`src/rtl/edge_event_arbiter.sv`:
```
// Multi-channel edge-event collector: sticky per-channel rise/fall flags, served
// one event at a time to a single valid/ready consumer by a round-robin arbiter.
module edge_event_arbiter #(
    parameter int NUM_CH = 4,
    parameter int CH_W   = $clog2(NUM_CH)
) (
    input  logic              clk,
    input  logic              reset,
    input  logic [NUM_CH-1:0] signal_in,
    input  logic              evt_ready,
    input  logic              overrun_clr,
    output logic              evt_valid,
    output logic [CH_W-1:0]   evt_ch,
    output logic              evt_is_rise,
    output logic              evt_is_fall,
    output logic [NUM_CH-1:0] overrun
);

    logic [NUM_CH-1:0] prev_q;
    logic [NUM_CH-1:0] pendR_q, pendR_d;
    logic [NUM_CH-1:0] pendF_q, pendF_d;
    logic [NUM_CH-1:0] overrun_q, overrun_d;
    logic [CH_W-1:0]   rrPtr_q, rrPtr_d;
    logic              evtValid_q, evtValid_d;
    logic [CH_W-1:0]   evtCh_q, evtCh_d;
    logic              evtIsRise_q, evtIsRise_d;
    logic              evtIsFall_q, evtIsFall_d;

    logic [NUM_CH-1:0] rise, fall, anyPend, grantMask;
    logic              slotFree, found, grant;
    logic [CH_W-1:0]   grantCh, candCh;
    int                searchIdx;

    always_comb begin
        rise      = signal_in & ~prev_q;
        fall      = ~signal_in & prev_q;
        anyPend   = pendR_q | pendF_q;
        slotFree  = ~evtValid_q | evt_ready;
        found     = 1'b0;
        grantCh   = '0;
        candCh    = '0;
        searchIdx = 0;

        // Scan starting at the round-robin pointer; the first pending channel wins.
        for (int k = 0; k < NUM_CH; k++) begin
            searchIdx = (int'(rrPtr_q) + k) % NUM_CH;
            candCh    = CH_W'(searchIdx);
            if (!found && anyPend[candCh]) begin
                found   = 1'b1;
                grantCh = candCh;
            end
        end

        grant     = slotFree & found;
        grantMask = grant ? (NUM_CH'(1) << grantCh) : '0;

        // A new edge arriving on the granted channel re-arms its flag (set beats clear).
        pendR_d = (pendR_q & ~grantMask) | rise;
        pendF_d = (pendF_q & ~grantMask) | fall;

        overrun_d = (overrun_q & ~{NUM_CH{overrun_clr}})
                  | (((rise & pendR_q) | (fall & pendF_q)) & ~grantMask);

        rrPtr_d     = rrPtr_q;
        evtValid_d  = evtValid_q;
        evtCh_d     = evtCh_q;
        evtIsRise_d = evtIsRise_q;
        evtIsFall_d = evtIsFall_q;
        if (grant) begin
            evtValid_d  = 1'b1;
            evtCh_d     = grantCh;
            evtIsRise_d = pendR_q[grantCh];
            evtIsFall_d = pendF_q[grantCh];
            rrPtr_d     = (grantCh == CH_W'(NUM_CH - 1)) ? '0 : grantCh + CH_W'(1);
        end else if (slotFree) begin
            evtValid_d = 1'b0;
        end
    end

    // prev_q tracks the inputs even in reset so release produces no phantom edge.
    always_ff @(posedge clk) begin
        prev_q <= signal_in;
        if (reset) begin
            pendR_q     <= '0;
            pendF_q     <= '0;
            overrun_q   <= '0;
            rrPtr_q     <= '0;
            evtValid_q  <= 1'b0;
            evtCh_q     <= '0;
            evtIsRise_q <= 1'b0;
            evtIsFall_q <= 1'b0;
        end else begin
            pendR_q     <= pendR_d;
            pendF_q     <= pendF_d;
            overrun_q   <= overrun_d;
            rrPtr_q     <= rrPtr_d;
            evtValid_q  <= evtValid_d;
            evtCh_q     <= evtCh_d;
            evtIsRise_q <= evtIsRise_d;
            evtIsFall_q <= evtIsFall_d;
        end
    end

    assign evt_valid   = evtValid_q;
    assign evt_ch      = evtCh_q;
    assign evt_is_rise = evtIsRise_q;
    assign evt_is_fall = evtIsFall_q;
    assign overrun     = overrun_q;

endmodule

```
`config.mk`:
```
export PLATFORM = sky130hd
export DESIGN_NAME = edge_event_arbiter
export DESIGN_NICKNAME = d
export VERILOG_FILES = /design/src/rtl/edge_event_arbiter.sv
export SDC_FILE = /design/constraint.sdc
export NUM_CORES = 1
export LEC_CHECK = 0
export CORE_UTILIZATION = 52
export DETAILED_ROUTE_END_ITERATION = 10
export HOLD_SLACK_MARGIN = 0.15
export PLACE_DENSITY = 0.84
export SYNTH_ARGS = -nofsm -noshare
export SYNTH_HDL_FRONTEND = slang
export SYNTH_SLANG_ARGS = --single-unit
```
`constraint.sdc`:
```
create_clock -name clk -period 2.7 [get_ports clk]
set_clock_uncertainty 0.05 [all_clocks]
set_input_delay 0.27 -clock clk [delete_from_list [all_inputs] [get_ports clk]]
set_output_delay 0.27 -clock clk [all_outputs]
set_load 0.02 [all_outputs]
```
# After elaboration in Yosys (flattened, before gate mapping)
# Index checks and enable logic that the tools add are counted.
# classes
n_addsub,4
n_lt_le_gt_ge,5
eq_ne,1
shift,1
muxes,24
bitwise,20
reduce_logical,7
# ops
cell,n
$and A4 B4 Y4,8
$or A4 B4 Y4,5
$not A4 Y4,4
$lt A2 B3 Y1 const B,5
$bmux W1 S2,6
$mux W1,12
$mux W2,5
$add A2 B1 Y2 const B,2
$add A2 B2 Y2 const B,2
$mux W4,1
$shl A1 B2 Y4 const A,1
$logic_and A1 B1 Y1,3
$logic_not A1 Y1,3
$eq A2 B2 Y1 const B,1
$reduce_bool A2 Y1,1
$and A1 B1 Y1,1
$not A1 Y1,1
$or A1 B1 Y1,1
# word_totals
regBits,23
out_inout_bits,9

# Logic depth before layout (Yosys ltp)
# Gate-level depths: netlist of the first run.
# depth
ltp_word,18
depth_mapped,10
ltp_nobuf,9

# Least setup slack after synthesis of the first run
# OpenSTA, ideal clock, no wires.
# synth_path
path_type,register -> register
startpoint,register pendF_q[2]
endpoint,"register overrun_q[1], in the netlist overrun[1]"
arrival_ps,2280
setup_slack_ps,294
stages_incl_launch_ff,11
n_path_buf,1
path_cell_list,dfxtp_1 > or4_4 > buf_6 > or3_4 > nand4_2 > inv_1 > ha_1 > nand2_1 > nand2_1 > or2_2 > a31oi_1
# synth_via
elab_chain_len,18
word_cells_on_any_way,29
cone_classes,1 x shift; 17 x mux; 5 x bitwise; 6 x reduce/logical
# synth_rtl
item,line,source
"start, declared",21,"logic [NUM_CH-1:0] pendF_q, pendF_d;"
"start signal, assigned",94,pendF_q <= pendF_d;
$or A4 B4 Y4 (*),37,anyPend = pendR_q | pendF_q;
$bmux W1 S2,48,if (!found && anyPend[candCh]) begin
$mux W1 (implied by the code),48,
$mux W1,48,
$logic_not A1 Y1,48,
$logic_and A1 B1 Y1,48,
$mux W1,48,
$logic_not A1 Y1,48,
(+3 left out),n/a,
$logic_and A1 B1 Y1,48,
$mux W2 (*),48,
via grantCh[0],31,"logic [CH_W-1:0] grantCh, candCh;"
$shl A1 B2 Y4 (*),55,grantMask = grant ? (NUM_CH'(1) << grantCh) : '0;
$mux W4 (*),55,
$not A4 Y4 (*),62,| (((rise & pendR_q) | (fall & pendF_q)) & ~grantMask);
$and A4 B4 Y4 (*),62,
$or A4 B4 Y4 (*),62,
"end signal, assigned",95,overrun_q <= overrun_d;
"end, declared",22,"logic [NUM_CH-1:0] overrun_q, overrun_d;"
# The timed path passes the listed nets; every way through them passes the cells marked *. The select of a mux whose other input is x is not followed.
# A chain may end at the register's enable or synchronous reset.

# Worst setup path in the final report of the first run
# layout_path
startpoint,register pendF_q[2]
endpoint,"register overrun_q[3], in the netlist overrun[3]"
# The elaborated chain is that of the path after synthesis.

==> results of run 1 <==
-- power by group through the flow --
stage	Sequential [W]	Combinational [W]	Clock (W)
floorplan	0.000456	0.000311	0
global placement	0.000445	0.000419	0
detailed placement	0.000448	0.000430	0
CTS	0.000440	0.000432	0.000166
global route	0.000451	0.000477	0.000178
finish	0.000440	0.000431	0.000165
-- metrics by stage --
step / hold WS [ps] / setup WS (ps)
floorplan: 248 / 294
global route: 367 / 40.6
detailed placement: 432 / 218
finish: 371 / 190
global placement: 421 / 262
CTS: 375 / 186
-- worst min path at each step --
stage | end | slack [ps] | cells after the start
finish | prev_q[1] | 370 | 1
global route | prev_q[1] | 370 | 1
CTS | prev_q[0] | 380 | 1
detailed placement | overrun[2] | 430 | 2
global placement | overrun[0] | 420 | 2
floorplan | prev_q[0] | 250 | 0
-- area by class of cell --
class | count | share of cell area
inverters | 4 | 0.0115
clock buffers | 4 | 0.0202
multi-input cells | 93 | 0.466
well taps | 27 | 0.0259
repair buffers | 16 | 0.123
flip-flops and latches | 23 | 0.353
-- routing by layer --
metal  vias up  wire length, µm
met5         -                0
met4         0               20
met3         2               71
met2        16             1060
li1        467                -
met1       415              980
-- registers in the layout, indices dropped and copies added, names as in the netlist --
register	flops
evt_valid	1
pendR_q	4
rrPtr_q	2
prev_q	4
pendF_q	4
evt_is_fall	1
overrun	4
evt_is_rise	1
evt_ch	2
-- layout by cell type (no fill, tap or decap), drive strengths merged, types with 2 or more instances in the layout --
master         netlist  routed
or2                  8       8
o21a                 4       4
nor3                 2       2
clkbuf               3       4
a311oi               2       2
o221ai               2       2
dfxtp               23      23
a31oi                4       4
inv                  4       4
mux2i                3       3
ha                   4       4
nand3                2       2
or3                  2       2
nand2b              12      12
nor2b                2       2
a21oi               12      12
o211ai               4       4
nor2                10      10
clkdlybuf4s50        0      16
nand2               11      11
-- worst reg2reg max path, stage by stage (launching register included) --
cell	delay [ps]
sky130_fd_sc_hd__dfxtp_1	360
sky130_fd_sc_hd__or4_4	580
sky130_fd_sc_hd__or3_4	410
sky130_fd_sc_hd__nand4_2	130
sky130_fd_sc_hd__inv_1	110
sky130_fd_sc_hd__ha_1	210
sky130_fd_sc_hd__nand2_1	70
sky130_fd_sc_hd__nand2_1	80
sky130_fd_sc_hd__or2_2	290
sky130_fd_sc_hd__a31oi_1	150
-- logic make-up (layout without fill, tap and decap cells) --
| logic type | Yosys count | after routing |
|---|---|---|
| and+or+nand+nor | 54 | 54 |
| buffers and inverters | 9 | 24 |
| AOI/OAI and AO/OA | 32 | 32 |
| muxes | 3 | 3 |
| DFF | 23 | 23 |
| adders and majority gates | 4 | 4 |
==> reports/summary.txt, run 1 <==
STATUS
---------------------------------------------------------------------------------
Result of the run                                                    complete, no violations

SYNTH
---------------------------------------------------------------------------------
Library cell occupying the most area in the post-synthesis netlist   sky130_fd_sc_hd__dfxtp_1
Cell area after synthesis                                             0.00112 mm²
Fraction of post-synthesis cell area in the top cell type by area           0.412
Post-Synth XOR/XNOR Area                                                        0
Simple logic cell fraction of the synthesized area                          0.270
Post-synth ARST share                                                           0
Synthesis Warnings                                                              0
Multiplexer area fraction after synthesis                                  0.0269
Proportion of synthesized chip area in sequential cells                     0.412
Predominant post-synthesis flop cell                                 sky130_fd_sc_hd__dfxtp_1
Number of storage elements in the synthesis netlist                            23
Syn_area_per_cell                                                        8.94 µm²
Number of synthesized flops with an enable pin                                  0
Top-count cell post-synth                                            sky130_fd_sc_hd__dfxtp_1
Number of nets in the synthesized netlist                                     137
Ranking of synthesized cells by area                                 sky130_fd_sc_hd__dfxtp_1 41%, sky130_fd_sc_hd__nand2b_1 6.7%, sky130_fd_sc_hd__a21oi_1 5.4%
Combinational family with the most area after synthesis              simple AND/OR/NAND/NOR gates
Adder-cell area share of the yosys netlist                                 0.0448
Gate count after technology mapping                                           125
Top post-synthesis cells by count                                    23 x sky130_fd_sc_hd__dfxtp_1, 12 x sky130_fd_sc_hd__a21oi_1, 12 x sky130_fd_sc_hd__nand2b_1
Distinct cell type count after synthesis                                       30
Fraction of the mapped netlist area in compound gates                       0.203

CLOCKING
---------------------------------------------------------------------------------
Maximum buffer depth of the clock tree                                          2
CTS tree                                                                      yes
Number of levels in the clock H-tree                                            1
CTS root buf                                                         sky130_fd_sc_hd__clkbuf_4
Resized Gates After CTS                                                         0
Clock insertion delay at the later pin of the skew report                  320 ps
CTS sink cnt                                                                   23
Post-CTS setup buffer count                                                     0
Post-CTS Hold Buffers                                                           0
Clk slew on worst S/H paths                                                130 ps
Total CTS buffers                                                               3

ROUTE
---------------------------------------------------------------------------------
Antenna-violating nets left                                                     0
Count of TritonRoute iterations in the first routing pass                       4
Iter 0 DRT Violations                                                           8
DRC violation count after routing                                               0
DR WL/cell                                                                12.8 µm
Final wirelength                                                          2140 µm
Vias per std cell                                                            5.39
Total via count after detailed routing                                        900

WORST SETUP PATH
---------------------------------------------------------------------------------
Critical Path AT                                                          2700 ps
Required arrival time at the worst endpoint                               2890 ps
Reg2Reg Depth                                                                   9
Worst Path Class, Setup                                                   reg2reg
Setup crit end                                                         overrun[3]
Kind of end point of the critical path                                   register
Kind of start point of the critical path                                 register
Count of cell instances traversed by the critical path                          9
Worst-path maximum fanout                                                       6
Ordered cell list for the critical path                              or4_4, or3_4, nand4_2, inv_1, ha_1, nand2_1, nand2_1, or2_2, a31oi_1
Crit-path leading delay family                                       simple AND/OR/NAND/NOR gates
CP max-delay cell                                                    sky130_fd_sc_hd__or4_4
Crit path buf inv count                                                         1
Endpoint of the most critical register-to-register path                overrun[3]
Launch point of the critical path                                      pendF_q[2]
Delay contributed by the slowest stage of the critical path                580 ps
Dominant cell type by count on the critical path                     sky130_fd_sc_hd__nand2_1
Flop-to-flop setup slack                                                   190 ps
Startpoint of the lowest-slack register-to-register path               pendF_q[2]

LAYOUT
---------------------------------------------------------------------------------
Number of standard cells in the layout, taps in and fillers out               167
Diodes inserted                                                                 0
Cell area after layout                                                0.00130 mm²
Share of the core filled with cells                                         0.658
Share of cells above drive strength 1                                       0.136
Relative area change from synthesis to final layout                         16.7%
FF/Latch Area                                                             460 µm²
Area used by multi-input combinational logic                              608 µm²
Total Nets Final                                                              153
Fill count                                                                    174

GLOBAL ROUTE
---------------------------------------------------------------------------------
Overall Global Routing Usage                                                0.204
GR Util met1                                                                0.250
Number of antenna violations at the first check in global routing               0
Met2 Use GR                                                                 0.352
Most Crowded Layer GR                                                        met2
Wire length of the first global-routing pass                              3650 µm
Met3 track demand over resource in global routing                          0.0409
Pin count of the biggest net entering global routing                           20
Vias in the first global route                                                845
Aggregate global routing overflow                                               0

POWER
---------------------------------------------------------------------------------
Portion of total power attributed to sequential cells                       0.425
Power Dens Cells                                                       794 mW/mm²
Switching part of the total                                                 0.378
Part of the total power dissipated in combinational logic                   0.416
Worst IR Drop VDD                                                          547 µV
Total power of the final layout                                         0.00104 W
Cell-internal power                                                    0.000644 W
Leakage power                                                            0.487 nW
Fraction of power consumed by the clock network                             0.159
Net load switching power                                               0.000391 W

TIMING
---------------------------------------------------------------------------------
Setup violation total in the final timing report                                0
Relative max-transition margin                                              0.497
RSZ-0062 raised after global routing                                           no
Fmax achieved                                                             398 MHz
Pin slew with the least headroom to its limit                              752 ps
Final cycle utilization of the critical path                                0.929
Hold violation total from the final report                                      0
Pins over their slew limit                                                      0
Min Clock Period, post-route                                              2510 ps
Setup TNS                                                                    0 ps

PLACEMENT
---------------------------------------------------------------------------------
Global placement routability congestion                                     0.888
Post-placement cell count                                                     163
Count of input and output buffers                                              16
Cell Area, Placed                                                     0.00128 mm²
DPL Wire Length                                                           1630 µm

RUN
---------------------------------------------------------------------------------
Maximum Capacitance Violations                                                  0

DIE
---------------------------------------------------------------------------------
Placement Rows                                                                 16
Initial cell density of the core                                            0.564
Number of placed I/O pins                                                      17
Core area                                                             0.00198 mm²
Die boundary width                                                        48.4 µm
Full die area                                                         0.00234 mm²
Vertical extent of the die                                                48.4 µm

MIN PATH
---------------------------------------------------------------------------------
Class of the most critical hold timing path                                in2reg
Hold Crit Start                                                      signal_in[1]

Power figures use the tool's default switching activity.
==> inputs of run 2 (changes only) <==
CAP_MARGIN = 25   (was not set)
CORE_ASPECT_RATIO = 0.75   (was not set)
CORE_UTILIZATION = 47   (was 52)
PLACE_DENSITY = 0.81   (was 0.84)
clock period = 2.1 ns   (was 2.7 ns; I/O delays follow)
==> run 2 against run 1 <==
The flow now finishes with violations (negative setup slack); cell count increased by 17%; global-route usage is 4.2 points higher; die area up 10%; combinational power up 110%; non-clock buffer count grew 23; sequential share of layout area decreased by 5.9 points; clock power grew 26%; routed wire length increased by 32%; first-iteration DRC count grew to 10 times the previous value; sequential power increased by 27%; maximum frequency increased by 15%; critical path depth increased by 1; critical endpoint is now overrun[2].
==> reports/summary.txt, run 2 (synthesis results as in run 1) <==
STATUS
--------------------------------------------------------------------------------
Result of the run                                                   finished with violations
Violated checks                                                     negative setup slack

CLOCKING
--------------------------------------------------------------------------------
Number of levels in the clock H-tree                                           1   unchanged
Clk slew on worst S/H paths                                               120 ps   about the same
Maximum buffer depth of the clock tree                                         2   unchanged
CTS tree                                                                     yes
Clock insertion delay at the later pin of the skew report                 310 ps   about the same
Total CTS buffers                                                              3   unchanged
CTS root buf                                                        sky130_fd_sc_hd__clkbuf_4
CTS sink cnt                                                                  23   unchanged
Post-CTS Hold Buffers                                                          0   unchanged

TIMING
--------------------------------------------------------------------------------
Fmax achieved                                                            460 MHz   +15%
RSZ-0062 raised after global routing                                         yes
Min Clock Period, post-route                                             2180 ps   -334 ps
Pins over their slew limit                                                     0   unchanged
Final cycle utilization of the critical path                                1.04   +0.106
Setup violation total in the final timing report                               5   +5
Pin slew with the least headroom to its limit                             358 ps   -393 ps
Smallest setup slack after layout                                       -75.5 ps   -266 ps
Relative max-transition margin                                             0.761   +0.264
Hold violation total from the final report                                     0   unchanged
Hold WS                                                                   313 ps   -57.4 ps
Setup TNS                                                                -198 ps   -198 ps

POWER
--------------------------------------------------------------------------------
Total power of the final layout                                        0.00169 W   +63%
Power Dens Cells                                                     1060 mW/mm²   +34%
Part of the total power dissipated in combinational logic                  0.547   +0.131
Worst IR Drop VDD                                                         515 µV   -5.8%
Portion of total power attributed to sequential cells                      0.330   -0.095
Cell-internal power                                                    0.00106 W   +65%
Leakage power                                                           0.614 nW   +26%
Fraction of power consumed by the clock network                            0.123   -0.036
Switching part of the total                                                0.372   -0.00584
Net load switching power                                              0.000629 W   +61%

MIN PATH
--------------------------------------------------------------------------------
Class of the most critical hold timing path                               in2reg
Hold-critical path depth                                                       1   unchanged
End point of the worst hold path                                       prev_q[2]
Hold Crit Start                                                     signal_in[2]

ROUTE
--------------------------------------------------------------------------------
DR WL/cell                                                               14.5 µm   +13%
Count of TritonRoute iterations in the first routing pass                      4   unchanged
DRC violation count after routing                                              0   unchanged
Final wirelength                                                         2830 µm   +32%
Total via count after detailed routing                                     1,043   +16%
Iter 0 DRT Violations                                                         80   +72
Antenna-violating nets left                                                    0   unchanged
Vias per std cell                                                           5.35   -0.75%

GLOBAL ROUTE
--------------------------------------------------------------------------------
Aggregate global routing overflow                                              0   unchanged
Wire length of the first global-routing pass                             4520 µm   +24%
Number of antenna violations at the first check in global routing              0   unchanged
Pin count of the biggest net entering global routing                          20   unchanged
Overall Global Routing Usage                                               0.246   +0.0418
Vias in the first global route                                               957   +13%

DIE
--------------------------------------------------------------------------------
Number of placed I/O pins                                                     17   unchanged
Core area                                                            0.00212 mm²   +6.9%
Initial cell density of the core                                           0.527   -0.0366
Full die area                                                        0.00258 mm²   +10%
Vertical extent of the die                                               44.2 µm   -8.5%
Die boundary width                                                       58.3 µm   +21%
Placement Rows                                                                14   -2

WORST SETUP PATH
--------------------------------------------------------------------------------
Worst-path maximum fanout                                                      3   -3
Kind of end point of the critical path                                  register
Flop-to-flop setup slack                                                  -80 ps   -270 ps
Required arrival time at the worst endpoint                              2260 ps   -630 ps
Endpoint of the most critical register-to-register path               overrun[2]
Kind of start point of the critical path                                register
Worst Path Class, Setup                                                  reg2reg
Startpoint of the lowest-slack register-to-register path              pendF_q[3]
Critical Path AT                                                         2330 ps   -370 ps
Reg2Reg Depth                                                                 10   +1

LAYOUT
--------------------------------------------------------------------------------
Most common cell after layout, fill and taps aside                  sky130_fd_sc_hd__buf_4
Share of the core filled with cells                                        0.750   +0.0919
Total Nets Final                                                             176   +15%
Most used cells in the layout excluding fill and tap cells          21 x sky130_fd_sc_hd__buf_4, 17 x sky130_fd_sc_hd__dfxtp_1, 16 x sky130_fd_sc_hd__clkdlybuf4s50_1
Share of cells above drive strength 1                                      0.387   +0.251
Diodes inserted                                                                0   unchanged
Relative area change from synthesis to final layout                        42.2%

RUN
--------------------------------------------------------------------------------
Maximum Capacitance Violations                                                 0   unchanged

PLACEMENT
--------------------------------------------------------------------------------
Count of input and output buffers                                             16   unchanged
Post-Place Worst Slack                                                   -104 ps   -322 ps
Global placement routability congestion                                    0.868   -2.3%
DPL Wire Length                                                          2040 µm   +25%

==> run 2: cell count changes in the layout (fill, tap and decap cells not counted), sizes merged <==
cell  before  now
buf        0   23
==> run 2: area by class of cell <==
cell class                 count  area (µm²)
clock buffer                   4        26.3
timing repair buffer          39         340
fill                         152         531
sequential                    23         468
tap                           32        40.0
inverter                       4        17.5
multi-input combinational     93         697
==> run 2: routing by layer <==
| metal | GRT usage | share of wire |
|---|---|---|
| met1 | 0.318 | 0.46 |
| met2 | 0.405 | 0.49 |
| met3 | 0.0614 | 0.045 |
| met4 | 0.0857 | 0.0035 |
| met5 | 0 | 0 |
==> run 2: what timing repair did <==
item                                    4_1_cts  5_1_grt
setup buffers                                 3        2
pin swaps                                     5        3
endpoints found under the setup margin        4        6
resized for setup                             7       10
cloned                                        0        0
==> run 2: power by group through the flow <==
stage / clock (W) / combinational (W) / sequential, W
CTS: 0.000214 / 0.000852 / 0.000555
floorplan: 0 / 0.000467 / 0.000587
detailed placement: 0 / 0.000792 / 0.000563
finish: 0.000208 / 0.000925 / 0.000557
global placement: 0 / 0.000787 / 0.000560
global route: 0.000230 / 0.000989 / 0.000566
==> run 2: worst max path at each step <==
| stage | end | slack (ps) | startpoint |
|---|---|---|---|
| after floorplan | overrun[3] | -140 | pendF_q[3] |
| after detailed placement | overrun[0] | -100 | pendF_q[1] |
| final | overrun[2] | -80 | pendF_q[3] |
| after global placement | overrun[3] | -6 | pendF_q[3] |
| after global routing | overrun[2] | -150 | pendF_q[3] |
| after CTS | overrun[3] | -30 | pendF_q[3] |
==> run 2: worst max-delay path, cell delays in order (launching register included) <==
cell and delay, ps:
sky130_fd_sc_hd__dfxtp_2 340, sky130_fd_sc_hd__or4_4 530, sky130_fd_sc_hd__or3_4 360, sky130_fd_sc_hd__nand4_4 100
sky130_fd_sc_hd__buf_4 120, sky130_fd_sc_hd__buf_6 80, sky130_fd_sc_hd__ha_1 160, sky130_fd_sc_hd__nand2_2 70
sky130_fd_sc_hd__nand2_2 80, sky130_fd_sc_hd__or2_2 100, sky130_fd_sc_hd__a31oi_1 70
==> run 2: through the flow <==
step                cells  area [µm²]
finish                195        1590
global placement      186        1470
detailed placement    186        1470
floorplan             125        1170
CTS                   193        1540
global route          195        1590
==> inputs of run 3 (changes only) <==
--- a/config.mk
+++ b/config.mk
@@ -9,6 +9,6 @@
 export CORE_ASPECT_RATIO = 0.75
-export CORE_UTILIZATION = 47
+export CORE_UTILIZATION = 52
 export DETAILED_ROUTE_END_ITERATION = 10
 export HOLD_SLACK_MARGIN = 0.15
-export PLACE_DENSITY = 0.81
+export PLACE_DENSITY = 0.84
 export SYNTH_ARGS = -nofsm -noshare
==> constraint.sdc (replaced) <==
create_clock -name clk -period 2.05 [get_ports clk]
set_clock_uncertainty 0.05 [all_clocks]
set_input_delay 0.5125 -clock clk [delete_from_list [all_inputs] [get_ports clk]]
set_output_delay 0.5125 -clock clk [all_outputs]
set_load 0.02 [all_outputs]
==> run 3 against run 2 <==
The run still ends with negative setup slack left; maximum frequency down 1.3%; die area decreased by 9.2%; utilization grew 2.1 points; setup slack worse by 80 ps; global-route usage grew 0.93 points; critical path depth decreased by 1; clock power rose by 4%; sequential share of layout area is 0.45 points higher; register-to-register slack worse by 80 ps; first-iteration DRC count down 66%; worst hold slack gained 130 ps; critical endpoint is now overrun[3]; highest routed layer is now met3.
==> reports/summary.txt, run 3 (synthesis results as in run 1) <==
CLOCKING
--------------------------------------------------------------------------------
Clock insertion delay at the later pin of the skew report                 320 ps   about the same
CTS root buf                                                        sky130_fd_sc_hd__clkbuf_4
Total CTS buffers                                                              3   unchanged
Maximum buffer depth of the clock tree                                         2   unchanged
Number of levels in the clock H-tree                                           1   unchanged
CTS tree                                                                     yes
Clk slew on worst S/H paths                                               130 ps   about the same
CTS sink cnt                                                                  23   unchanged

WORST SETUP PATH
--------------------------------------------------------------------------------
Kind of end point of the critical path                                  register
CP max-delay cell                                                   sky130_fd_sc_hd__or4_4
Ordered cell list for the critical path                             or4_4, or3_4, nand4_4, inv_4, ha_4, nand2_2, nand2_2, or2_4, a31oi_1
Critical Path AT                                                         2410 ps   +80 ps
Worst Path Class, Setup                                                  reg2reg
Delay contributed by the slowest stage of the critical path               530 ps   about the same
Worst-path maximum fanout                                                      3   unchanged
Dominant cell type by count on the critical path                    sky130_fd_sc_hd__nand2_2
Kind of start point of the critical path                                register
Required arrival time at the worst endpoint                              2250 ps   about the same

RUN
--------------------------------------------------------------------------------
Maximum Capacitance Violations                                                 0   unchanged

TIMING
--------------------------------------------------------------------------------
Smallest setup slack after layout                                        -155 ps   -79.5 ps
Pin slew with the least headroom to its limit                             347 ps   -11.6 ps
Relative max-transition margin                                             0.767   +0.00568
Pins over their slew limit                                                     0   unchanged
Min Clock Period, post-route                                             2210 ps   +29.5 ps
RSZ-0062 raised after global routing                                         yes
Fmax achieved                                                            454 MHz   -1.3%
Final cycle utilization of the critical path                                1.08   +0.0397
Setup TNS                                                                -603 ps   -405 ps
Hold violation total from the final report                                     0   unchanged
Setup violation total in the final timing report                               6   +1

LAYOUT
--------------------------------------------------------------------------------
FF/Latch Area                                                            464 µm²   -0.80%
Total Nets Final                                                             174   -1.1%
Share of cells above drive strength 1                                      0.342   -0.0449
Number of standard cells in the layout, taps in and fillers out              185   -5.1%
Most common cell after layout, fill and taps aside                  sky130_fd_sc_hd__buf_4
Most used cells in the layout excluding fill and tap cells          21 x sky130_fd_sc_hd__buf_4, 20 x sky130_fd_sc_hd__dfxtp_1, 16 x sky130_fd_sc_hd__clkdlybuf4s50_1
Relative area change from synthesis to final layout                        39.0%
Area used by multi-input combinational logic                             697 µm²   unchanged
Diodes inserted                                                                0   unchanged
Fill count                                                                   148   -2.6%

DIE
--------------------------------------------------------------------------------
Vertical extent of the die                                               42.1 µm   -4.7%
Full die area                                                        0.00234 mm²   -9.2%
Initial cell density of the core                                           0.555   +0.0275
Placement Rows                                                                14   unchanged
Number of placed I/O pins                                                     17   unchanged
Die boundary width                                                       55.5 µm   -4.8%
Core area                                                            0.00201 mm²   -5.0%

STATUS
--------------------------------------------------------------------------------
Violated checks                                                     negative setup slack
Result of the run                                                   finished with violations

GLOBAL ROUTE
--------------------------------------------------------------------------------
Pin count of the biggest net entering global routing                          20   unchanged
Aggregate global routing overflow                                              0   unchanged
Number of antenna violations at the first check in global routing              0   unchanged
Wire length of the first global-routing pass                             4610 µm   +2.0%
Vias in the first global route                                             1,035   +8.2%
Overall Global Routing Usage                                               0.255   +0.00927

ROUTE
--------------------------------------------------------------------------------
Antenna-violating nets left                                                    0   unchanged
Iter 0 DRT Violations                                                         27   -66%
Count of TritonRoute iterations in the first routing pass                      4   unchanged
DR WL/cell                                                               15.1 µm   +4.4%
Total via count after detailed routing                                     1,021   -2.1%
Vias per std cell                                                           5.52   +3.2%
Final wirelength                                                         2800 µm   -0.95%
DRC violation count after routing                                              0   unchanged

POWER
--------------------------------------------------------------------------------
Power Dens Cells                                                     1100 mW/mm²   +3.5%
Leakage power                                                           0.598 nW   -2.6%
Worst IR Drop VDD                                                        1020 µV   +99%

PLACEMENT
--------------------------------------------------------------------------------
DPL Wire Length                                                          2080 µm   +2.1%
Post-placement cell count                                                    180   -3.2%
Count of input and output buffers                                             16   unchanged
Global placement routability congestion                                    0.868   about the same

MIN PATH
--------------------------------------------------------------------------------
Class of the most critical hold timing path                              reg2reg

run 3: cell count changes in the layout (fill, tap and decap cells not counted), moves of 2 or more:
| cell | delta |
|---|---|
| sky130_fd_sc_hd__buf_6 | -2 |
| sky130_fd_sc_hd__nand2_1 | +3 |
| sky130_fd_sc_hd__a21oi_1 | +2 |
| sky130_fd_sc_hd__dfxtp_2 | -3 |
| sky130_fd_sc_hd__dfxtp_1 | +3 |
| sky130_fd_sc_hd__nand2_2 | -3 |
| sky130_fd_sc_hd__a21oi_2 | -2 |
run 3: final cells by class:
type                       count  share of cell area
clock buffer                   4              0.0169
timing repair buffer          37               0.205
sequential                    23               0.299
multi-input combinational     93               0.449
tap                           24              0.0193
inverter                       4              0.0113
run 3: worst paths after layout:
check             startpoint          to  slack (ps)  cells after the start
setup / recovery  pendF_q[3]  overrun[3]        -160                      9
hold / removal    overrun[0]  overrun[0]         450                      2
setup reg to reg  pendF_q[3]  overrun[3]        -160                      9
hold reg to reg   overrun[0]  overrun[0]         450                      2
run 3: per-layer routing:
metal / share of wire / track usage / vias to the layer above
met1: 0.46 / 0.319 / 481
li1: - / - / 510
met3: 0.044 / 0.0617 / 0
met2: 0.50 / 0.441 / 30
met5: 0 / 0 / -
met4: 0 / 0.0700 / 0
run 3: timing repair:
action / in CTS / in global routing
hold buffers: 0 / 0
pin swaps: 1 / 2
endpoints found under the setup margin: 5 / 11
setup buffers: 1 / 0
gates resized for setup: 5 / 5
run 3: critical path: cells and delay by family (launching register included):
family                     cells  cell delay, ps
and+or+nand+nor                6            1370
DFF                            1             350
AOI/OAI and AO/OA              1             160
adders and majority gates      1             150
buffers and inverters          1              60
run 3: through the flow:
step / setup slack, ps / area (µm²) / hold slack, ps / utilization / power (W)
floorplan: -183 / 1170 / 404 / - / 0.00108
global placement: -54.2 / 1480 / 414 / 0.732 / 0.00139
detailed placement: -138 / 1480 / 430 / 0.732 / 0.00143
CTS: -131 / 1530 / 448 / 0.761 / 0.00169
global route: -202 / 1550 / 477 / 0.771 / 0.00180
finish: -155 / 1550 / 445 / 0.771 / 0.00171
run 3: power breakdown:
part / internal (W) / total (W) / switching, W
Combinational: 0.000470 / 0.000918 / 0.000449
Sequential: 0.000518 / 0.000575 / 0.0000572
Clock: 0.0000762 / 0.000216 / 0.000140
Total: 0.00106 / 0.00171 / 0.000646
